File: config.mk
export PLATFORM = sky130hd
export DESIGN_NAME = shift_operand_loader
export DESIGN_NICKNAME = d
export VERILOG_FILES = /design/src/rtl/shift_pkg.sv /design/src/rtl/shift_operand_loader_nibble_collector.sv /design/src/rtl/shift_operand_loader.sv
export SDC_FILE = /design/constraint.sdc
export NUM_CORES = 1
export LEC_CHECK = 0
export BUFFER_PORTS_ARGS = -buffer_cell sky130_fd_sc_hd__buf_2
export CAP_MARGIN = 20
export CORE_UTILIZATION = 38
export CTS_CLUSTER_DIAMETER = 200
export DETAILED_ROUTE_END_ITERATION = 16
export HOLD_SLACK_MARGIN = 0.05
export PLACE_DENSITY = 0.72
export RECOVER_POWER = 100
export SLEW_MARGIN = 20
export SYNTH_ARGS = -nofsm -noshare
export SYNTH_HDL_FRONTEND = slang
export SYNTH_SLANG_ARGS = --single-unit
File: constraint.sdc
create_clock -name clk -period 2.1 [get_ports clk]
set_input_delay 0.42 -clock clk [delete_from_list [all_inputs] [get_ports clk]]
set_output_delay 0.42 -clock clk [all_outputs]
set_load 0.05 [all_outputs]
File: src/rtl/shift_pkg.sv
// Shared types for the shift operand loader: FSM states, shift-function codes, default width.
package shift_pkg;

  localparam int unsigned SHIFT_N_DEFAULT = 4;

  typedef enum logic [1:0] {
    LOAD     = 2'd0,
    WAIT_CMD = 2'd1,
    PRESENT  = 2'd2
  } state_e;

  typedef enum logic [1:0] {
    SHL  = 2'd0,
    SHR  = 2'd1,
    PASS = 2'd2,
    ASR  = 2'd3
  } shift_fn_e;

endpackage

File: src/rtl/shift_operand_loader_nibble_collector.sv
// Operand shift register and nibble counter; flags the edge that completes an operand.
module nibble_collector
  import shift_pkg::*;
#(
  parameter int unsigned N = SHIFT_N_DEFAULT
) (
  input  logic              clk,
  input  logic              reset,
  input  logic              clear,
  input  logic              shift_en,
  input  logic [3:0]        nib_data,
  output logic [2**N-1:0]   operand,
  output logic [N-2:0]      cnt,
  output logic              done
);

  localparam int unsigned W      = 2**N;
  localparam int unsigned LAST_I = W / 4 - 1;
  localparam logic [N-2:0] LAST  = LAST_I[N-2:0];

  logic [W-1:0] operand_q, operand_d;
  logic [N-2:0] cnt_q, cnt_d;

  always_comb begin
    operand_d = operand_q;
    cnt_d     = cnt_q;
    done      = 1'b0;
    if (clear) begin
      operand_d = '0;
      cnt_d     = '0;
    end else if (shift_en) begin
      // First nibble ends up at the MSB end once all W/4 have been shifted in.
      operand_d = {operand_q[W-5:0], nib_data};
      if (cnt_q == LAST) begin
        cnt_d = '0;
        done  = 1'b1;
      end else begin
        cnt_d = cnt_q + 1'b1;
      end
    end
  end

  always_ff @(posedge clk or posedge reset) begin
    if (reset) begin
      operand_q <= '0;
      cnt_q     <= '0;
    end else begin
      operand_q <= operand_d;
      cnt_q     <= cnt_d;
    end
  end

  assign operand = operand_q;
  assign cnt     = cnt_q;

endmodule

File: src/rtl/shift_operand_loader.sv
// Collects a 2**N-bit operand as nibbles, pairs it with a shift command and presents the bundle.
// Define SHIFT_LOADER_REUSE_EN to keep the operand after output acceptance for further commands.
module shift_operand_loader
  import shift_pkg::*;
#(
  parameter int unsigned N = SHIFT_N_DEFAULT
) (
  input  logic              clk,
  input  logic              reset,
  input  logic              abort,
  input  logic              nib_valid,
  input  logic [3:0]        nib_data,
  output logic              nib_ready,
  input  logic              cmd_valid,
  input  logic [N-1:0]      cmd_sh,
  input  logic [1:0]        cmd_f,
  output logic              cmd_ready,
  output logic              out_valid,
  input  logic              out_ready,
  output logic [2**N-1:0]   out_a,
  output logic [N-1:0]      out_sh,
  output logic [1:0]        out_f,
  output logic [N-2:0]      nib_cnt
);

  localparam int unsigned W = 2**N;

  state_e       state_q, state_d;
  logic [W-1:0] out_a_q, out_a_d;
  logic [N-1:0] out_sh_q, out_sh_d;
  logic [1:0]   out_f_q, out_f_d;

  logic         nib_fire, cmd_fire, out_fire;
  logic         col_clear, col_done;
  logic [W-1:0] col_operand;

  assign nib_ready = (state_q == LOAD);
  assign cmd_ready = (state_q == WAIT_CMD);
  assign out_valid = (state_q == PRESENT);

  // Abort wins over every handshake in the same cycle.
  assign nib_fire = nib_valid & nib_ready & ~abort;
  assign cmd_fire = cmd_valid & cmd_ready & ~abort;
  assign out_fire = out_valid & out_ready & ~abort;

`ifdef SHIFT_LOADER_REUSE_EN
  assign col_clear = abort;
`else
  assign col_clear = abort | out_fire;
`endif

  nibble_collector #(
    .N (N)
  ) u_collector (
    .clk      (clk),
    .reset    (reset),
    .clear    (col_clear),
    .shift_en (nib_fire),
    .nib_data (nib_data),
    .operand  (col_operand),
    .cnt      (nib_cnt),
    .done     (col_done)
  );

  always_comb begin
    state_d  = state_q;
    out_a_d  = out_a_q;
    out_sh_d = out_sh_q;
    out_f_d  = out_f_q;
    unique case (state_q)
      LOAD: begin
        if (col_done) state_d = WAIT_CMD;
      end
      WAIT_CMD: begin
        if (cmd_fire) begin
          state_d  = PRESENT;
          out_a_d  = col_operand;
          out_sh_d = cmd_sh;
          out_f_d  = cmd_f;
        end
      end
      PRESENT: begin
        if (out_fire) begin
`ifdef SHIFT_LOADER_REUSE_EN
          state_d = WAIT_CMD;
`else
          state_d = LOAD;
          out_a_d = '0;
`endif
        end
      end
      default: state_d = LOAD;
    endcase
    if (abort) begin
      state_d = LOAD;
      out_a_d = '0;
    end
  end

  always_ff @(posedge clk or posedge reset) begin
    if (reset) begin
      state_q  <= LOAD;
      out_a_q  <= '0;
      out_sh_q <= '0;
      out_f_q  <= PASS;
    end else begin
      state_q  <= state_d;
      out_a_q  <= out_a_d;
      out_sh_q <= out_sh_d;
      out_f_q  <= out_f_d;
    end
  end

  assign out_a  = out_a_q;
  assign out_sh = out_sh_q;
  assign out_f  = out_f_q;

endmodule

==> summary by stage <==
Run status
The run finished with clean final reports.

Die
The area of the core is approximately 0.0044 mm2. The standard-cell row count is 24. The effective utilization at floorplan is around 40%. From bottom edge to top edge, the die measures roughly 70 um. The die is 70.1 um wide. 44 I/O pins were placed.

The die covers roughly 0.0049 mm2.

Yosys
The average instance in the mapped netlist occupies 11.8 um2. The mapped netlist covers about 0.0018 mm2. The number of distinct library cell variants in the gate-level netlist after synthesis is 29. The arithmetic-cell share of the synthesized area counting full adders, half adders and majority gates is 0.710%. Of the total synthesized cell area, the portion taken by XOR and XNOR cells is 0%. The register bit total from synthesis is 43. The proportion of synthesized chip area in sequential cells is 61.1%. After Yosys synthesis, and, or, nand and nor cells account for approximately an eighth of the synthesized area. The cell count after synthesis is approximately 150. When the netlist entered floorplanning its net count stood at around 170. The number of warnings issued by yosys is 0. Summing the areas of all compound-gate instances in the mapped netlist gives roughly 16% of the synthesized area. The main combinational cell family by area after synthesis is compound AO/OA/AOI/OAI gates. In the synthesized netlist, mux cells make up 4.68% of the area.

STA
Setup violations remaining at the end of the flow were counted as 0. In this run the tightest slew margin relative to its limit is 30.2%. Setup repair after global routing left no endpoint under its margin. The number of hold violations in the final report was 0.

The part of the cycle the worst path needs is between 80% and 90%. The shortest period the worst path allows is 1810 ps. The final setup TNS is 0 ps. For the pin with the worst max-slew slack, the measured transition is 1050 ps. The upper clock frequency limit is roughly 550 MHz. The max-slew violation count is 0. The post-route clock skew is about 5.1 ps.

Worst hold path
The type of the most critical hold path is in -> reg.

Route
The number of DRC markers after the initial detailed-route iteration is 89. The routed wirelength normalized by instance count is ~15 um. The number of nets with antenna violations after routing is 0.

The detailed-route wire length is ~3600 um. The pre-antenna-repair detailed-routing pass consisted of 4 iterations. The detailed-route via count is 1,298. In the routed layout, each cell is associated on average with a via count of between 5 and 6. The number of remaining DRC errors is 0.

Cells and area
The area growth from synthesis to layout is 15.8%. The final net count is ~210. The finished layout holds 244 standard cells, fillers aside. The library cell used most frequently in the layout, excluding fill and tap cells, is dfrtp_1. The finished cells cover 0.00204 mm2. The library cells used most frequently in the layout, excluding fill and tap cells, are dfrtp_1, clkbuf_1, a21oi_1, a22o_1.

Cells with a size suffix above 1 make up 18.8% of the layout. The number of antenna diodes in the final layout is 0.

Power
Across the VDD grid, the largest voltage drop is roughly 0.26 mV. The clock network accounts for between 30 and 40% of the total power. The part of the total power dissipated in sequential elements is 56.7%. The combinational share of power is approximately 10%. After layout, the design draws a total of roughly 1.5 mW. Internal power comes to approximately 1.1 mW. In this run the static leakage power is 0.951 nW. The switching power share of the total is a little over a quarter.

In this run the power density over the cells is 752 mW/mm2. Summed over all nets, the switching power comes to 0.409 mW.

Worst setup path
The nature of the critical path endpoint is a flip-flop. The slowest cell on the critical path is nor2_1. The worst setup path is launched from a flip-flop. The critical path required time is ~2300 ps.

The startpoint-to-endpoint class of the critical path is reg -> reg. The arrival time at the worst endpoint is ~2000 ps. Traced cell by cell, the critical path runs through nand3b_4 -> nor2_1 -> mux2_2. The delay contributed by the slowest stage of the critical path is 490 ps.

The highest fanout seen on the critical path is 17.

Clocking
The clock tree synthesis step divided the H-tree into 2 levels. Clock tree synthesis inserted a total of 5 buffers. The post-cts repair resize count is 0.

The hold buffer count at cts is 0. The tree built by TritonCTS fans out to 43 sinks. CTS placed an instance of clkbuf_8 at the clock tree root. TritonCTS built the clock tree. At the later pin of the worst-skew pair, clock insertion delay measures around 300 ps. The CTS clock-pin slew for the worst setup and hold paths is about 80 ps. The number of buffers inserted to repair setup after CTS is 0. The clock passes through at most 2 buffers.

Place
The number of placed instances, taps included, is 236. In this run the tool buffered the top-level ports with 43 buffer cells. The wire-length estimate of the detail-placed layout is approximately 2400 um.

The weighted congestion at the end of routability-driven global placement is between 0.7 and 0.8. Once placement finished, the instance area stood at approximately 0.002 mm2.

GRT
The total track usage is between 15 and 20%. Summed over all layers, the global routing overflow is 0. Entering global routing, the biggest net connects 44 pins. The initial antenna violation count is 0. The via count of the first global-routing pass is ~1,300. The first global-routing pass estimated between 6000 and 7000 um of wire.

Job
Across the run, the number of max-cap violations was 0.
-- cell usage after synthesis (all sizes together) --
master	number	area share, %
dfrtp	42	60
a21oi	18	5.7
a22o	17	8.4
nand2	16	3.4
nand3	16	4.5
buf	7	2.6
mux2	7	4.7
clkbuf	4	0.99
nor2	4	0.99
inv	3	0.64
nand2b	2	0.71
nand3b	2	1.6
nor2b	2	0.71
a211oi	1	0.43
a21o	1	0.43
a41oi	1	0.50
and3b	1	0.50
dfstp	1	1.5
ha	1	0.71
nor3	1	0.28
nor4b	1	0.50
o2bb2ai	1	0.50
-- cells by family (layout without fill, tap and decap cells) --
family	count (synthesis)	count (layout)
buf+inv	14	57
flops	43	43
simple gates	45	45
compound gates	39	39
mux	7	7
fa+ha+maj	1	1
-- power by group through the flow --
stage	sequential, mW	combinational [mW]	clock, mW
after floorplan	0.932	0.0656	0
after global placement	0.884	0.160	0
after detailed placement	0.885	0.162	0
after CTS	0.868	0.162	0.525
after global routing	0.873	0.167	0.564
final	0.869	0.153	0.512
-- registers in the layout (all words and copies together) (netlist names) --
signal and flops:
out_sh 4, state_q 2, u_collector.cnt 3, out_a 16, u_collector.operand 16, out_f 2
-- critical path: cells and delay by family, from the launching register on --
kind / cells / cell delay [ps]
flip-flops: 1 / 480
multiplexers: 1 / 400
AND/OR/NAND/NOR: 2 / 810
-- area by class of cell --
class | instances | area, um2
multi-input combinational | 92 | 603
clock buffer | 6 | 72.6
timing repair buffer | 46 | 199
clock inverter | 2 | 12.5
sequential | 43 | 1080
tap | 52 | 65.1
inverter | 3 | 11.3
fill | 442 | 2370
-- routing by layer --
metal | GRT usage (%) | routed length, um | vias up
li1 | - | - | 616
met1 | 22.7 | 1610 | 649
met2 | 25.1 | 1790 | 26
met3 | 5.34 | 179 | 7
met4 | 6.00 | 55 | 0
met5 | 0 | 0 | -
-- per-stage QoR --
step / worst slack (ps) / util [%] / hold WS (ps)
2_1_floorplan: 444 / - / 473
3_3_place_gp: 456 / 45.5 / 490
5_1_grt: 176 / 46.2 / 342
4_1_cts: 335 / 47.4 / 264
3_5_place_dp: 453 / 45.5 / 490
6_report: 294 / 46.2 / 346
-- path summary, 6_finish.rpt --
path	startpoint	end	slack, ps	cells after the start
max	state_q[1]	out_f[0]	290	3
min	nib_data[2]	u_collector.operand[2]	350	2
max reg2reg	state_q[1]	out_f[0]	290	3
min reg2reg	out_sh[3]	out_sh[3]	510	1
max in group asynchronous	reset	out_sh[0]	1020	3
min in group asynchronous	reset	out_a[11]	450	3
(Power assumes the default switching activity.)
